<file path="config.mk">
export PLATFORM = sky130hd
export DESIGN_NAME = axi4_r_return_arbiter
export DESIGN_NICKNAME = d
export VERILOG_FILES = /design/src/rtl/axi4_r_return_arbiter.sv
export SDC_FILE = /design/constraint.sdc
export NUM_CORES = 1
export LEC_CHECK = 0
export CORE_AREA = 8 8 259 261
export CTS_CLUSTER_DIAMETER = 60
export DETAILED_ROUTE_END_ITERATION = 16
export DIE_AREA = 0 0 267 269
export GPL_TIMING_DRIVEN = 0
export PLACE_DENSITY = 0.55
export SLEW_MARGIN = 20
export SYNTH_ARGS = -nofsm -noshare
export SYNTH_HDL_FRONTEND = slang
export SYNTH_SLANG_ARGS = --single-unit
</file>
<file path="constraint.sdc">
create_clock -name ACLK -period 12.85 [get_ports ACLK]
set_input_delay 2.57 -clock ACLK [delete_from_list [all_inputs] [get_ports ACLK]]
set_output_delay 2.57 -clock ACLK [all_outputs]
set_load 0.01 [all_outputs]
</file>
<file path="src/rtl/axi4_r_return_arbiter.sv">
// axi4_r_return_arbiter
// Read-return path of one crossbar master port. Slave R beats whose RID index
// bits select this master are arbitrated round-robin, locked per burst until
// RLAST, stripped of the index bits and queued in a small FIFO toward the master.
module axi4_r_return_arbiter #(
    parameter int MASTER_NUM = 4,
    parameter int MASTER_IDX = 0,
    parameter int SLAVE_NUM  = 8,
    parameter int R_ID_LEN   = 4,
    parameter int DATA_WIDTH = 64,
    parameter int BUF_DEPTH  = 2,
    localparam int EXTRA_ID_LEN = $clog2(MASTER_NUM),
    localparam int IDW          = EXTRA_ID_LEN + R_ID_LEN
) (
    input  logic                            ACLK,
    input  logic                            ARESETn,
    input  logic [SLAVE_NUM*IDW-1:0]        S_RID,
    input  logic [SLAVE_NUM*DATA_WIDTH-1:0] S_RDATA,
    input  logic [SLAVE_NUM*2-1:0]          S_RRESP,
    input  logic [SLAVE_NUM-1:0]            S_RLAST,
    input  logic [SLAVE_NUM-1:0]            S_RVALID,
    output logic [SLAVE_NUM-1:0]            S_RREADY,
    output logic [R_ID_LEN-1:0]             M_RID,
    output logic [DATA_WIDTH-1:0]           M_RDATA,
    output logic [1:0]                      M_RRESP,
    output logic                            M_RLAST,
    output logic                            M_RVALID,
    input  logic                            M_RREADY
);

    localparam int GW = $clog2(SLAVE_NUM);
    localparam int PW = (BUF_DEPTH > 1) ? $clog2(BUF_DEPTH) : 1;
    localparam int CW = $clog2(BUF_DEPTH + 1);
    localparam int EW = R_ID_LEN + DATA_WIDTH + 3;
    localparam logic [EXTRA_ID_LEN-1:0] MIDX = EXTRA_ID_LEN'(MASTER_IDX);

    typedef enum logic {IDLE, BURST} state_t;

    state_t          state_q, state_d;
    logic [GW-1:0]   grant_q, grant_d;
    logic [GW-1:0]   last_grant_q, last_grant_d;
    logic [EW-1:0]   mem_q [BUF_DEPTH];
    logic [EW-1:0]   mem_d [BUF_DEPTH];
    logic [PW-1:0]   wr_ptr_q, wr_ptr_d;
    logic [PW-1:0]   rd_ptr_q, rd_ptr_d;
    logic [CW-1:0]   count_q, count_d;

    logic [SLAVE_NUM-1:0] req;
    logic [GW-1:0]        grant;
    logic                 grant_ok;
    int                   scan_idx;
    logic                 fifo_full;
    logic                 beat_accept;
    logic                 beat_last;
    logic                 pop;
    logic [EW-1:0]        entry;

    function automatic logic [PW-1:0] ptr_inc(input logic [PW-1:0] p);
        if (p == PW'(BUF_DEPTH - 1)) return '0;
        return p + PW'(1);
    endfunction

    // A slot requests only when its RID index bits route the beat to this master
    always_comb begin
        req = '0;
        for (int s = 0; s < SLAVE_NUM; s++) begin
            req[s] = S_RVALID[s] && (S_RID[s*IDW + R_ID_LEN +: EXTRA_ID_LEN] == MIDX);
        end
    end

    // Pick the grant: held slave during a burst, otherwise first requester after last_grant
    always_comb begin
        grant    = grant_q;
        grant_ok = 1'b0;
        scan_idx = 0;
        if (state_q == BURST) begin
            grant_ok = 1'b1;
        end else begin
            for (int i = 0; i < SLAVE_NUM; i++) begin
                scan_idx = int'(last_grant_q) + 1 + i;
                if (scan_idx >= SLAVE_NUM) scan_idx = scan_idx - SLAVE_NUM;
                if (!grant_ok && req[scan_idx]) begin
                    grant    = scan_idx[GW-1:0];
                    grant_ok = 1'b1;
                end
            end
        end
    end

    assign fifo_full   = (count_q == CW'(BUF_DEPTH));
    assign beat_accept = ARESETn && grant_ok && req[grant] && !fifo_full;
    assign beat_last   = S_RLAST[grant];
    assign entry       = {S_RID[int'(grant)*IDW +: R_ID_LEN],
                          S_RDATA[int'(grant)*DATA_WIDTH +: DATA_WIDTH],
                          S_RRESP[int'(grant)*2 +: 2],
                          beat_last};

    // Only the granted slot sees ready, and never while the FIFO is full or in reset
    always_comb begin
        S_RREADY = '0;
        if (beat_accept) S_RREADY[grant] = 1'b1;
    end

    // Burst lock: enter BURST on a non-last beat, leave and rotate priority on RLAST
    always_comb begin
        state_d      = state_q;
        grant_d      = grant_q;
        last_grant_d = last_grant_q;
        if (beat_accept) begin
            if (beat_last) begin
                state_d      = IDLE;
                last_grant_d = grant;
            end else begin
                state_d = BURST;
                grant_d = grant;
            end
        end
    end

    assign M_RVALID = (count_q != '0);
    assign pop      = M_RVALID && M_RREADY;
    assign {M_RID, M_RDATA, M_RRESP, M_RLAST} = mem_q[rd_ptr_q];

    // FIFO bookkeeping: write accepted beats, advance head on master handshake
    always_comb begin
        mem_d    = mem_q;
        wr_ptr_d = wr_ptr_q;
        rd_ptr_d = rd_ptr_q;
        count_d  = count_q;
        if (beat_accept) begin
            mem_d[wr_ptr_q] = entry;
            wr_ptr_d        = ptr_inc(wr_ptr_q);
        end
        if (pop) rd_ptr_d = ptr_inc(rd_ptr_q);
        case ({beat_accept, pop})
            2'b10:   count_d = count_q + CW'(1);
            2'b01:   count_d = count_q - CW'(1);
            default: count_d = count_q;
        endcase
    end

    // Arbitration state registers; reset gives slave 0 first priority
    always_ff @(posedge ACLK or negedge ARESETn) begin
        if (!ARESETn) begin
            state_q      <= IDLE;
            grant_q      <= '0;
            last_grant_q <= GW'(SLAVE_NUM - 1);
        end else begin
            state_q      <= state_d;
            grant_q      <= grant_d;
            last_grant_q <= last_grant_d;
        end
    end

    // FIFO storage registers; reset discards contents and zeroes the head
    always_ff @(posedge ACLK or negedge ARESETn) begin
        if (!ARESETn) begin
            wr_ptr_q <= '0;
            rd_ptr_q <= '0;
            count_q  <= '0;
            for (int i = 0; i < BUF_DEPTH; i++) mem_q[i] <= '0;
        end else begin
            wr_ptr_q <= wr_ptr_d;
            rd_ptr_q <= rd_ptr_d;
            count_q  <= count_d;
            mem_q    <= mem_d;
        end
    end

endmodule

</file>
* Word-level counts from Yosys, hierarchy flattened
Index checks and enable logic that the tools add are counted.
** Word-level totals
- Register bits :: 153
- Bits in latches :: 0
- Memory bits (writable) :: 0
- Bits in read-only memories :: 0
- Bits of input ports :: 595
- Output and inout bits :: 80
- Memories kept :: 0
** Cells by class
- Add/sub/neg operators :: 20
- Multiply operators :: 1
- Divide/modulo/power cells :: 0
- $lt $le $gt $ge :: 21
- Equal/unequal tests :: 3
- Shifts and indexed selects :: 3
- Muxes and demuxes :: 88
- Bitwise logic cells :: 3
- Reduce and logical (&&, ||, !) cells :: 41
** Operators with widths (number)
- $mux W32 :: 16
- $shiftx A512 B10 Y64 :: 1
- $mux W71 :: 4
- $lt A32 B5 Y1 const B :: 8
- $ge A32 B5 Y1 const B :: 7
- $sub A32 B5 Y32 const B :: 7
- $bwmux W142 :: 1
- $add A32 B4 Y32 const B :: 3
- $demux W71 S1 :: 1
- $add A32 B3 Y32 const B :: 2
- $shiftx A48 B7 Y4 :: 1
- $mux W1 :: 44
- $add A32 B2 Y32 const B :: 1
- $bmux W1 S3 :: 10
- $mux W3 :: 9
- $logic_and A1 B1 Y1 :: 21
- $logic_not A2 Y1 :: 8
- $shiftx A16 B5 Y2 :: 1
- $logic_not A1 Y1 :: 8
- $mux W8 :: 1
- $sub A5 B4 Y6 const B :: 1
- $add A4 B3 Y5 const B :: 1
- $ge A5 B4 Y1 const B :: 1
- $mul A3 B2 Y5 const B :: 1
- other kinds (16) :: 22

* Depth between registers and ports, before layout
Gate-level depths: netlist of run 1.
- Depth in word-level cells :: 43
- Depth in mapped cells :: 22

* Worst setup path before layout of run 1
OpenSTA, ideal clock, no wires.
- Kind :: input port to output port
- From :: in S_RID[35]
- To :: out S_RREADY[0]
- Arrival time :: 6.268 ns
- Data required time :: 10.280 ns
- Path slack :: 4.012 ns
- Stages :: 16
- Path buffers :: 5
- Path through :: or3b_1 > buf_2 > mux4_2 > mux2i_4 > o21bai_2 > nor2_2 > a2111o_1 > a22o_1 > buf_6 > and2_4 > buf_6 > a221o_1 > a221o_1 > clkbuf_1 > clkbuf_1 > nor3_1
** Between the ends
- Cells in the longest elaborated chain, start to end :: 40
- Elaborated cells on any way between the ends :: 76
- Classes of those cells :: order compare: 2; mux: 54; reduce/logical: 20
** Ends and longest elaborated chain
- start: declaration :: RTL line 17 : input logic [SLAVE_NUM*IDW-1:0] S_RID,
- $logic_not A2 Y1 (*) :: RTL line 67 : req[s] = S_RVALID[s] && (S_RID[s*IDW + R_ID_LEN +: EXTRA_ID_LEN] == MIDX);
- $logic_and A1 B1 Y1 (*) :: RTL line 67
- $bmux W1 S3 :: RTL line 82 : if (!grant_ok && req[scan_idx]) begin
- $mux W1 (not written as such) (2 in a row) :: RTL line 82
- $mux W1 :: RTL line 82
- $mux W1 :: RTL line 76 : if (state_q == BURST) begin
- $logic_not A1 Y1 :: RTL line 82
- $logic_and A1 B1 Y1 :: RTL line 82
- (+23 left out)
- $logic_and A1 B1 Y1 :: RTL line 82
- $mux W3 :: RTL line 82
- $mux W3 :: RTL line 76
- $lt A3 B4 Y1 (not written as such), or another cell as far along :: RTL line 101 : if (beat_accept) S_RREADY[grant] = 1'b1;
- $logic_and A1 B1 Y1 (not written as such) or $mux W1 (tied branches) :: RTL line 101, 91
- $mux W1 (not written as such) or $logic_and A1 B1 Y1 (tied branches) :: RTL line 101, 91
- $demux W1 S3 or $logic_and A1 B1 Y1 (tied branches) :: RTL line 101, 91
- $mux W8 (*) :: RTL line 101
- end: declaration :: RTL line 22 : output logic [SLAVE_NUM-1:0] S_RREADY,
Mark *: on every way between the ends. The rest lies on a longest branch, timed or not. The select of a mux whose other input is x is not followed.

* Final worst setup path of run 1
- From :: in S_RVALID[5]
- To :: out S_RREADY[2]
** Between the ends
- Cells in the longest elaborated chain, start to end :: 39
- Elaborated cells on any way between the ends :: 75
- Classes of those cells :: order compare: 2; mux: 54; reduce/logical: 19
** Ends and longest elaborated chain
- start: declaration :: RTL line 21 : input logic [SLAVE_NUM-1:0] S_RVALID,
- $logic_and A1 B1 Y1 (*) :: RTL line 67
- $bmux W1 S3 :: RTL line 82
- $mux W1 (not written as such) (2 in a row) :: RTL line 82
- $mux W1 :: RTL line 82
- $mux W1 :: RTL line 76
- $logic_not A1 Y1 :: RTL line 82
- $logic_and A1 B1 Y1 :: RTL line 82
- $mux W1 :: RTL line 82
- (+22 left out)
- $logic_and A1 B1 Y1 :: RTL line 82
- $mux W3 :: RTL line 82
- $mux W3 :: RTL line 76
- $lt A3 B4 Y1 (not written as such), or another cell as far along :: RTL line 101
- $logic_and A1 B1 Y1 (not written as such) or $mux W1 (tied branches) :: RTL line 101, 91
- $mux W1 (not written as such) or $logic_and A1 B1 Y1 (tied branches) :: RTL line 101, 91
- $demux W1 S3 or $logic_and A1 B1 Y1 (tied branches) :: RTL line 101, 91
- $mux W8 (*) :: RTL line 101
Marked as above.

==> run_results.csv, run 1 <==
group,metric,value,unit
worst_setup_path,required,10.28,ns
clocking,post-cts-setup-buffers,0,
grt,antenna_found_initial,19,
clocking,worst_skew_pair.late_latency,0.48,ns
timing,worst_slack,1.13,ns
clocking,hold_buffers,0,
timing,fmax,85.3,MHz
clocking,cts_num_sinks,153,
cells_and_area,syn_to_final_growth,66.6,%
floorplanning,core,62700,sq um
yosys,synth_cells,1388,
yosys,netlist_area,12800,sq um
grt,grt_pass1_wl,127000,microns
worst_setup_path,critPathMaxStageDelay,0.86,ns
yosys,ys_ff_latch,153,
route,vias,15200,
yosys,yosysWarnings,0,
place,placed_cell_area,20700,sq um
timing,slew_viol_final,0,
yosys,synth_async_sr_flop_share,1.00,
place,io_buffer_count,674,
yosys,syn_area_per_cell,9.25,sq um
place,hpwl,79100,microns
timing,worst_slew_pin_slew,1.17,ns
clocking,cts_tree,"done",
floorplanning,num_io_pins,675,
worst_setup_path,cp-end-kind,"output pin",
route,vias_per_cell,5.15,
timing,relSlewSlack,0.216,
route,drt-pass1-iter-count,8,
timing,setup_viol,0,
cells_and_area,drive_above_1_share,0.145,
worst_setup_path,cp_slowest_cell,"nor3b_1",
worst_setup_path,path_buf_inv,4,
worst_setup_path,crit_type,"in2out",
yosys,ys.flop_type,"dfrtp_1",
worst_setup_path,critPathMaxFanout,10,
cells_and_area,stdcell_area,21400,sq um
worst_setup_path,critical_path.top_delay_family,"buffers and inverters",
yosys,synth-edff-count,0,
pwr,ir_drop,0.210,mV
flow_run,cap_violations,0,
status,status,"finished, final reports clean",
cells_and_area,num-fill-cells,6518,
floorplanning,dieArea,71800,sq um
clocking,cts-htree-levels,4,
yosys,ys_types,76,
timing,timing_hold_violations_final,0,
floorplanning,die_h,269,microns
worst_setup_path,start_kind,"input port",
route,antenna_left,0,
clocking,cts_buffers,17,
route,routedWlPerCell,32.4,microns
yosys,synth-seq-area-share,0.298,
worst_setup_path,arrival,9.15,ns
place,place_ws,1.23,ns
timing,fin_skew,0.0127,ns
grt,first_global_vias,16000,
grt,globalRouteTotalUtil,0.253,
route,drt_first_iter_violations,1104,
clocking,clockBufferDepth,2,
route,routed_wl,95500,microns
grt,grt-ovfl-total,0,
timing,fin_crit_sh,0.912,
clocking,clk_pin_slew,0.06,ns
clocking,cts_root_buf,"clkbuf_16",
route,drc_errors,0,
hold_path,hold_path_class,"reg2reg",
timing,rsz0062_at_grt,"false",
floorplanning,std_cell_rows,92,
worst_setup_path,path_cells,"clkdlybuf4s50_1 > nor3b_1 > mux2i_1 > mux4_2 > a21bo_2 > nor2_2 > o2111ai_1 > a21boi_1 > nand2_1 > o221ai_1 > a221o_1 > clkbuf_1 > clkbuf_1 > nor3_1 > clkdlybuf4s50_1",
place,place_congestion,1.00,
grt,grt_max_degree,81,
timing,hold_slack,0.487,ns
timing,fin_crit,11.72,ns
pwr,totalPowerFinal,7.89,mW
yosys,syn-num-nets,1985,
pwr,p_leak,8.70,nW
floorplanning,start_util,0.205,
clocking,postCtsResizedCells,0,
cells_and_area,fin_nets,2681,
floorplanning,die_x,267,microns
pwr,p_per_area,369,nW/um^2
sequential cells by signal, summed over array words and instances (netlist names):
name / flops
rd_ptr_q: 1
state_q: 1
count_q: 2
wr_ptr_q: 1
grant_q: 3
mem_q: 142
last_grant_q: 3
Yosys cell counts (7+ instances only):
library cell / count / area (sq um)
a222oi_1: 15 / 150
or3b_1: 7 / 61.3
nor3_1: 14 / 70.1
buf_1: 18 / 67.6
buf_2: 13 / 65.1
mux2_1: 54 / 608
nand3_1: 107 / 536
mux4_2: 19 / 428
o21ai_1: 10 / 50.1
inv_1: 7 / 26.3
a22oi_1: 32 / 240
a211oi_1: 7 / 52.6
mux2i_1: 75 / 751
mux2_4: 55 / 826
buf_6: 16 / 180
a221oi_1: 42 / 368
dfrtp_1: 150 / 3750
nand2_1: 227 / 852
clkbuf_1: 77 / 289
o21ai_0: 100 / 500
o211ai_1: 11 / 82.6
nor2_1: 33 / 124
mux2_2: 122 / 1370
o22ai_1: 14 / 87.6
a32oi_1: 9 / 78.8
a21oi_1: 49 / 245
through the flow:
| step | utilization | TNS [ns] | std cells |
|---|---|---|---|
| 6_report | 0.341 | 0 | 2950 |
| 5_1_grt | 0.341 | 0 | 2946 |
| 4_1_cts | 0.341 | 0 | 2943 |
| 3_5_place_dp | 0.331 | 0 | 2911 |
| 3_3_place_gp | 0.329 | -3.04 | 2908 |
| 2_1_floorplan | - | 0 | 1388 |
cells by family (layout without fill, tap and decap cells):
family	Yosys count	after routing	share of synthesized area
adder cells (fa/ha/maj)	2	2	0.00195
AO/OA/AOI/OAI	335	335	0.175
AND/OR/NAND/NOR	431	431	0.155
XOR/XNOR	8	8	0.00750
flip-flops	153	153	0.298
other	0	7	0
buffers and inverters	133	842	0.0498
multiplexers	326	326	0.312
layout make-up:
class	instances	area, sq um	area share
diodes	7	17.5	0.000819
plain buffers	125	629	0.0294
multi-input cells	1102	8380	0.392
clock buffers	19	443	0.0207
clock inverters	13	191	0.00895
flip-flops and latches	153	3830	0.179
inverters	8	30.0	0.00140
well taps	846	1060	0.0495
repair buffers	677	6810	0.318
worst paths after layout:
kind | start | end | slack (ns) | depth (start not counted)
worst min register to register | mem_q[94] | mem_q[94] | 0.49 | 1
max in group asynchronous | ARESETn | last_grant_q[2] | 9.90 | 2
worst min-delay path | mem_q[94] | mem_q[94] | 0.49 | 1
min in group asynchronous | ARESETn | mem_q[47] | 2.05 | 1
worst max-delay path | S_RVALID[5] | S_RREADY[2] | 1.13 | 15
worst max register to register | last_grant_q[0] | mem_q[53] | 5.52 | 18
layout by cell type (no fill, tap or decap), types with 5 or more instances in the layout:
| cell | synthesis | routed |
|---|---|---|
| o21ai_0 | 100 | 99 |
| mux2i_1 | 75 | 75 |
| nor2_1 | 33 | 31 |
| a222oi_1 | 15 | 15 |
| o211ai_1 | 11 | 11 |
| clkbuf_2 | 0 | 11 |
| buf_1 | 18 | 12 |
| nand2b_1 | 5 | 5 |
| clkbuf_16 | 0 | 17 |
| clkdlybuf4s50_1 | 0 | 673 |
| mux2_2 | 122 | 122 |
| nor3b_2 | 6 | 6 |
| a211oi_1 | 7 | 7 |
| o22ai_1 | 14 | 14 |
| nor3_1 | 14 | 13 |
| o21a_1 | 6 | 6 |
| o2bb2ai_1 | 5 | 5 |
| and2_1 | 5 | 5 |
| buf_2 | 13 | 18 |
| mux2_4 | 55 | 55 |
| or3b_1 | 7 | 7 |
| o21ai_1 | 10 | 11 |
| mux4_2 | 19 | 19 |
| mux2_1 | 54 | 54 |
| diode_2 | 0 | 7 |
| o221ai_1 | 5 | 5 |
| nand2_1 | 227 | 227 |
| inv_1 | 7 | 7 |
| a22oi_1 | 32 | 32 |
| a21oi_1 | 49 | 49 |
| buf_6 | 16 | 16 |
| a32oi_1 | 9 | 9 |
| a221oi_1 | 42 | 42 |
| clkbuf_1 | 77 | 68 |
| nand3_1 | 107 | 107 |
| dfrtp_1 | 150 | 150 |
layer usage:
metal,wire (microns),global-route usage
met1,38900,0.306
met2,45000,0.419
met3,7930,0.0709
met4,3590,0.107
met5,68,0
where the power goes:
group          switching (mW)  total (mW)  internal [mW]
sequential              0.125       0.851          0.726
clock                   0.233       0.565          0.332
combinational            4.20        6.47           2.28
total                    4.56        7.89           3.33
Note: power is estimated with default switching activity, not from simulation.
==> run 2: changes to the inputs <==
--- a/config.mk
+++ b/config.mk
@@ -5,13 +5,14 @@
 export SDC_FILE = /design/constraint.sdc
 export NUM_CORES = 1
 export LEC_CHECK = 0
+export CAP_MARGIN = 10
 export CORE_AREA = 8 8 259 261
 export CTS_CLUSTER_DIAMETER = 60
 export DETAILED_ROUTE_END_ITERATION = 16
 export DIE_AREA = 0 0 267 269
 export GPL_TIMING_DRIVEN = 0
+export HOLD_SLACK_MARGIN = 0.1
 export PLACE_DENSITY = 0.55
-export SLEW_MARGIN = 20
 export SYNTH_ARGS = -nofsm -noshare
 export SYNTH_HDL_FRONTEND = slang
 export SYNTH_SLANG_ARGS = --single-unit
==> run_results.csv, run 2 (synthesized netlist as in run 1, its figures left out) <==
group,metric,value,unit
status,status,"finished, final reports clean",
cells_and_area,fin_nets,2684,
timing,rsz0062_at_grt,"false",
route,routedWlPerCell,32.3,microns
worst_setup_path,arrival,9.27,ns
pwr,p_comb_frac,0.830,
hold_path,hold_path_class,"reg2reg",
grt,grt_max_degree,81,
cells_and_area,fin_cells,2953,
worst_setup_path,start_kind,"input port",
place,io_buffer_count,674,
floorplanning,std_cell_rows,92,
cells_and_area,stdcell_area,21300,sq um
route,vias_per_cell,5.12,
worst_setup_path,rrSetupSlack,5.45,ns
route,vias,15100,
worst_setup_path,r2r_start,"last_grant_q[0]",
clocking,cts_buffers,17,
clocking,cts_num_sinks,153,
clocking,cts_tree,"done",
cells_and_area,drive_above_1_share,0.139,
clocking,postCtsResizedCells,0,
timing,tns,0,ns
flow_run,cap_violations,0,
pwr,netSwitchingPower,4.57,mW
worst_setup_path,cp-end-kind,"output pin",
floorplanning,dieArea,71800,sq um
place,hpwl,79600,microns
worst_setup_path,reg2reg_depth,16,
worst_setup_path,crit_type,"in2out",
hold_path,holdPathStages,1,
clocking,post-cts-setup-buffers,0,
timing,fin_crit,11.84,ns
clocking,cts-htree-levels,4,
pwr,p_seq_frac,0.108,
worst_setup_path,required,10.28,ns
timing,fmax,84.5,MHz
timing,timing_hold_violations_final,0,
clocking,worst_skew_pair.late_latency,0.47,ns
hold_path,holdPathEnd,"mem_q[94]",
cells_and_area,final_util,0.340,
clocking,clk_pin_slew,0.06,ns
floorplanning,start_util,0.205,
pwr,p_leak,8.64,nW
clocking,cts_root_buf,"clkbuf_16",
hold_path,hold_start,"mem_q[94]",
cells_and_area,num-fill-cells,6495,
pwr,p_per_area,368,nW/um^2
timing,fin_crit_sh,0.921,
grt,antenna_found_initial,15,
grt,first_global_vias,15900,
floorplanning,num_io_pins,675,
timing,relSlewSlack,0.0828,
floorplanning,core,62700,sq um
route,drc_errors,0,
pwr,p_sw_frac,0.582,
timing,fin_skew,0.0109,ns
route,routed_wl,95400,microns
cells_and_area,final_common_cell,"clkdlybuf4s50_1",
route,antenna_left,0,
place,placed_cell_area,20800,sq um
cells_and_area,syn_to_final_growth,66.1,%
floorplanning,die_x,267,microns
worst_setup_path,critPathMaxFanout,11,
timing,slew_viol_final,0,
place,place_ws,1.13,ns
route,drt-pass1-iter-count,5,
grt,globalRouteTotalUtil,0.253,
worst_setup_path,r2r_end,"mem_q[97]",
timing,worst_slew_pin_slew,1.36,ns
timing,worst_slack,1.01,ns
pwr,power.clock.fraction,0.062,
clocking,hold_buffers,0,
cells_and_area,largest_register_ffs,142,
pwr,cellInternalPower,3.28,mW
place,place_congestion,1.00,
cells_and_area,largest-register,"mem_q",
route,drt_first_iter_violations,1308,
place,placed_cells,2913,
pwr,ir_drop,0.142,mV
timing,setup_viol,0,
clocking,clockBufferDepth,2,
grt,grt-ovfl-total,0,
floorplanning,die_h,269,microns
cells_and_area,largestRegisters,"mem_q (142), grant_q (3), last_grant_q (3)",
cells_and_area,final_cell_mix,"clkdlybuf4s50_1 (673), nand2_1 (227), dfrtp_1 (150)",
grt,grt_pass1_wl,127000,microns
run 2: cell count changes in the layout (fill, tap and decap cells not counted), moves of 4 or more:
cell	before	now
clkbuf_2	11	0
buf_2	18	14
buf_1	12	17
clkbuf_1	68	77
bufinv_16	4	0
run 2: critical path, cell delays in order:
cell	delay (ns)
clkdlybuf4s50_1	0.47
nor3b_1	0.92
mux2i_1	0.27
mux4_2	0.65
a21bo_2	0.30
o21ai_0	0.17
o311a_1	0.41
nand3_1	0.34
clkbuf_1	0.75
clkbuf_1	0.80
buf_1	0.75
nor3_1	0.16
clkdlybuf4s50_1	0.68
run 2: area by class of cell:
type	instances	area [sq um]	area share
inverter	8	30.0	0.00141
clock buffer	18	439	0.0206
timing repair buffer	680	6860	0.321
sequential	153	3830	0.180
antenna	7	17.5	0.000821
clock inverter	14	113	0.00528
multi-input combinational	1102	8380	0.393
buffer	125	611	0.0286
tap	846	1060	0.0496
run 2: how the worst max path moves through the flow:
| stage | endpoint | from |
|---|---|---|
| after CTS | S_RREADY[0] | S_RVALID[5] |
| after global placement | S_RREADY[0] | ARESETn |
| after detailed placement | S_RREADY[0] | S_RVALID[5] |
| final | S_RREADY[2] | S_RVALID[5] |
| after global routing | S_RREADY[0] | S_RVALID[5] |
| after floorplan | S_RREADY[0] | S_RID[35] |
run 2: power groups by stage:
stage                     registers, mW  clock network, mW  logic [mW]
after detailed placement          0.856                  0        6.50
final                             0.851              0.486        6.51
after global routing              0.881              0.520        6.84
after global placement            0.840                  0        6.39
after CTS                         0.849              0.506        6.52
after floorplan                   0.812                  0        3.45
run 2: through the flow:
step / power, mW / hold WS [ns]
2_1_floorplan: 4.26 / 0.451
3_3_place_gp: 7.23 / 0.469
3_5_place_dp: 7.36 / 0.477
4_1_cts: 7.88 / 0.492
5_1_grt: 8.24 / 0.503
6_report: 7.85 / 0.489
run 2: routing by layer:
metal	vias up	track usage	share of wire
met2	838	0.415	0.47
met4	6	0.106	0.038
li1	6620	-	-
met3	118	0.0683	0.080
met1	7527	0.312	0.41
met5	-	0	0.00039
==> run 3: changes to the inputs <==
--- a/config.mk
+++ b/config.mk
@@ -6,13 +6,13 @@
 export NUM_CORES = 1
 export LEC_CHECK = 0
 export CAP_MARGIN = 10
-export CORE_AREA = 8 8 259 261
+export CORE_AREA = 8 8 253 255
 export CTS_CLUSTER_DIAMETER = 60
 export DETAILED_ROUTE_END_ITERATION = 16
-export DIE_AREA = 0 0 267 269
+export DIE_AREA = 0 0 261 263
 export GPL_TIMING_DRIVEN = 0
 export HOLD_SLACK_MARGIN = 0.1
-export PLACE_DENSITY = 0.55
+export PLACE_DENSITY = 0.57
 export SYNTH_ARGS = -nofsm -noshare
 export SYNTH_HDL_FRONTEND = slang
 export SYNTH_SLANG_ARGS = --single-unit
==> run_results.csv, run 3 (synthesized netlist as in run 1, its figures left out) <==
group,metric,value,unit
route,vias_per_cell,5.16,
timing,slew_viol_final,0,
timing,tns,0,ns
timing,fin_crit_sh,0.938,
clocking,cts-htree-levels,4,
clocking,cts_tree,"done",
cells_and_area,final_common_cell,"clkdlybuf4s50_1",
cells_and_area,syn_to_final_growth,65.5,%
pwr,netSwitchingPower,4.47,mW
timing,rsz0062_at_grt,"false",
floorplanning,start_util,0.214,
cells_and_area,fin_nets,2682,
cells_and_area,largestRegisters,"mem_q (142), grant_q (3), last_grant_q (3)",
worst_setup_path,cp_slowest_cell,"clkbuf_1",
floorplanning,core,59900,sq um
worst_setup_path,arrival,9.49,ns
route,drt_first_iter_violations,1117,
grt,grt_max_degree,84,
clocking,postCtsResizedCells,0,
route,drt-pass1-iter-count,6,
pwr,p_comb_frac,0.823,
timing,setup_viol,0,
route,drc_errors,0,
pwr,cellInternalPower,3.27,mW
route,routed_wl,89500,microns
clocking,hold_buffers,0,
status,status,"finished, final reports clean",
clocking,clockBufferDepth,2,
clocking,cts_num_sinks,153,
grt,globalRouteTotalUtil,0.250,
worst_setup_path,critPathMaxStageDelay,0.95,ns
grt,grt_pass1_wl,122000,microns
clocking,cts_buffers,17,
timing,fin_crit,12.06,ns
worst_setup_path,start_kind,"input port",
clocking,cts_root_buf,"clkbuf_16",
pwr,p_seq_frac,0.110,
worst_setup_path,path_cells,"clkdlybuf4s50_1 > nor3b_1 > mux2i_1 > mux4_2 > nand2_1 > buf_2 > o32ai_1 > nor3_1 > a22o_1 > buf_6 > buf_2 > buf_1 > clkbuf_1 > clkbuf_1 > nor3_1 > clkdlybuf4s50_1",
hold_path,hold_path_class,"reg2reg",
cells_and_area,drive_above_1_share,0.137,
worst_setup_path,critPathMaxFanout,10,
clocking,clk_pin_slew,0.07,ns
grt,grt-ovfl-total,0,
pwr,p_per_area,364,nW/um^2
grt,antenna_found_initial,9,
pwr,p_leak,8.64,nW
floorplanning,std_cell_rows,90,
route,routedWlPerCell,31.0,microns
pwr,ir_drop,0.174,mV
timing,timing_hold_violations_final,0,
floorplanning,dieArea,68600,sq um
clocking,worst_skew_pair.late_latency,0.46,ns
flow_run,cap_violations,0,
timing,fmax,82.9,MHz
worst_setup_path,critical_path.top_delay_family,"buffers and inverters",
pwr,power.clock.fraction,0.067,
timing,worst_slew_pin_slew,1.33,ns
pwr,p_sw_frac,0.577,
place,io_buffer_count,674,
pwr,totalPowerFinal,7.74,mW
route,antenna_left,0,
route,vias,14900,
worst_setup_path,required,10.28,ns
cells_and_area,largest_register_ffs,142,
floorplanning,num_io_pins,675,
cells_and_area,final_cell_mix,"clkdlybuf4s50_1 (673), nand2_1 (227), dfrtp_1 (150)",
timing,fin_skew,0.0140,ns
worst_setup_path,crit_type,"in2out",
cells_and_area,largest-register,"mem_q",
grt,first_global_vias,16200,
place,hpwl,74900,microns
timing,relSlewSlack,0.116,
place,place_congestion,0.921,
worst_setup_path,path_buf_inv,8,
floorplanning,die_x,261,microns
worst_setup_path,cp-end-kind,"output pin",
floorplanning,die_h,263,microns
clocking,post-cts-setup-buffers,0,
run 3: path summary, 6_finish.rpt:
kind	startpoint	end	slack, ns	depth (start not counted)
setup reg to reg	last_grant_q[0]	mem_q[97]	5.48	16
hold reg to reg	mem_q[81]	mem_q[81]	0.49	1
hold / removal	mem_q[81]	mem_q[81]	0.49	1
max in group asynchronous	ARESETn	mem_q[34]	9.81	2
setup / recovery	S_RVALID[5]	S_RREADY[0]	0.79	16
min in group asynchronous	ARESETn	mem_q[39]	2.15	1
run 3: per-layer routing:
metal | vias up | global-route usage | share of wire
met4 | 2 | 0.0994 | 0.035
met5 | - | 0 | 0.00015
met1 | 7372 | 0.294 | 0.40
met2 | 782 | 0.429 | 0.48
met3 | 120 | 0.0640 | 0.080
li1 | 6610 | - | -
run 3: stage by stage:
step	cell area, sq um	hold slack [ns]	cells	setup WS, ns	utilization
3_3_place_gp	20600	0.469	2844	-0.740	0.343
4_1_cts	21200	0.493	2879	0.676	0.354
2_1_floorplan	12800	0.451	1388	4.01	-
6_report	21300	0.488	2886	0.793	0.355
3_5_place_dp	20600	0.477	2848	0.690	0.345
5_1_grt	21200	0.503	2884	0.369	0.355
run 3: power groups by stage:
stage / Combinational (mW) / Clock, mW / Sequential (mW)
after floorplan: 3.45 / 0 / 0.812
after global placement: 6.31 / 0 / 0.839
after detailed placement: 6.37 / 0 / 0.853
after CTS: 6.39 / 0.537 / 0.845
after global routing: 6.73 / 0.555 / 0.876
final: 6.37 / 0.522 / 0.849
run 3: area by class of cell:
type | instances | area, sq um
fillers | 6172 | 38700
multi-input cells | 1102 | 8380
repair buffers | 678 | 6820
flip-flops and latches | 153 | 3830
well taps | 782 | 978
plain buffers | 125 | 609
clock buffers | 17 | 425
clock inverters | 14 | 164
inverters | 8 | 30.0
diodes | 7 | 17.5
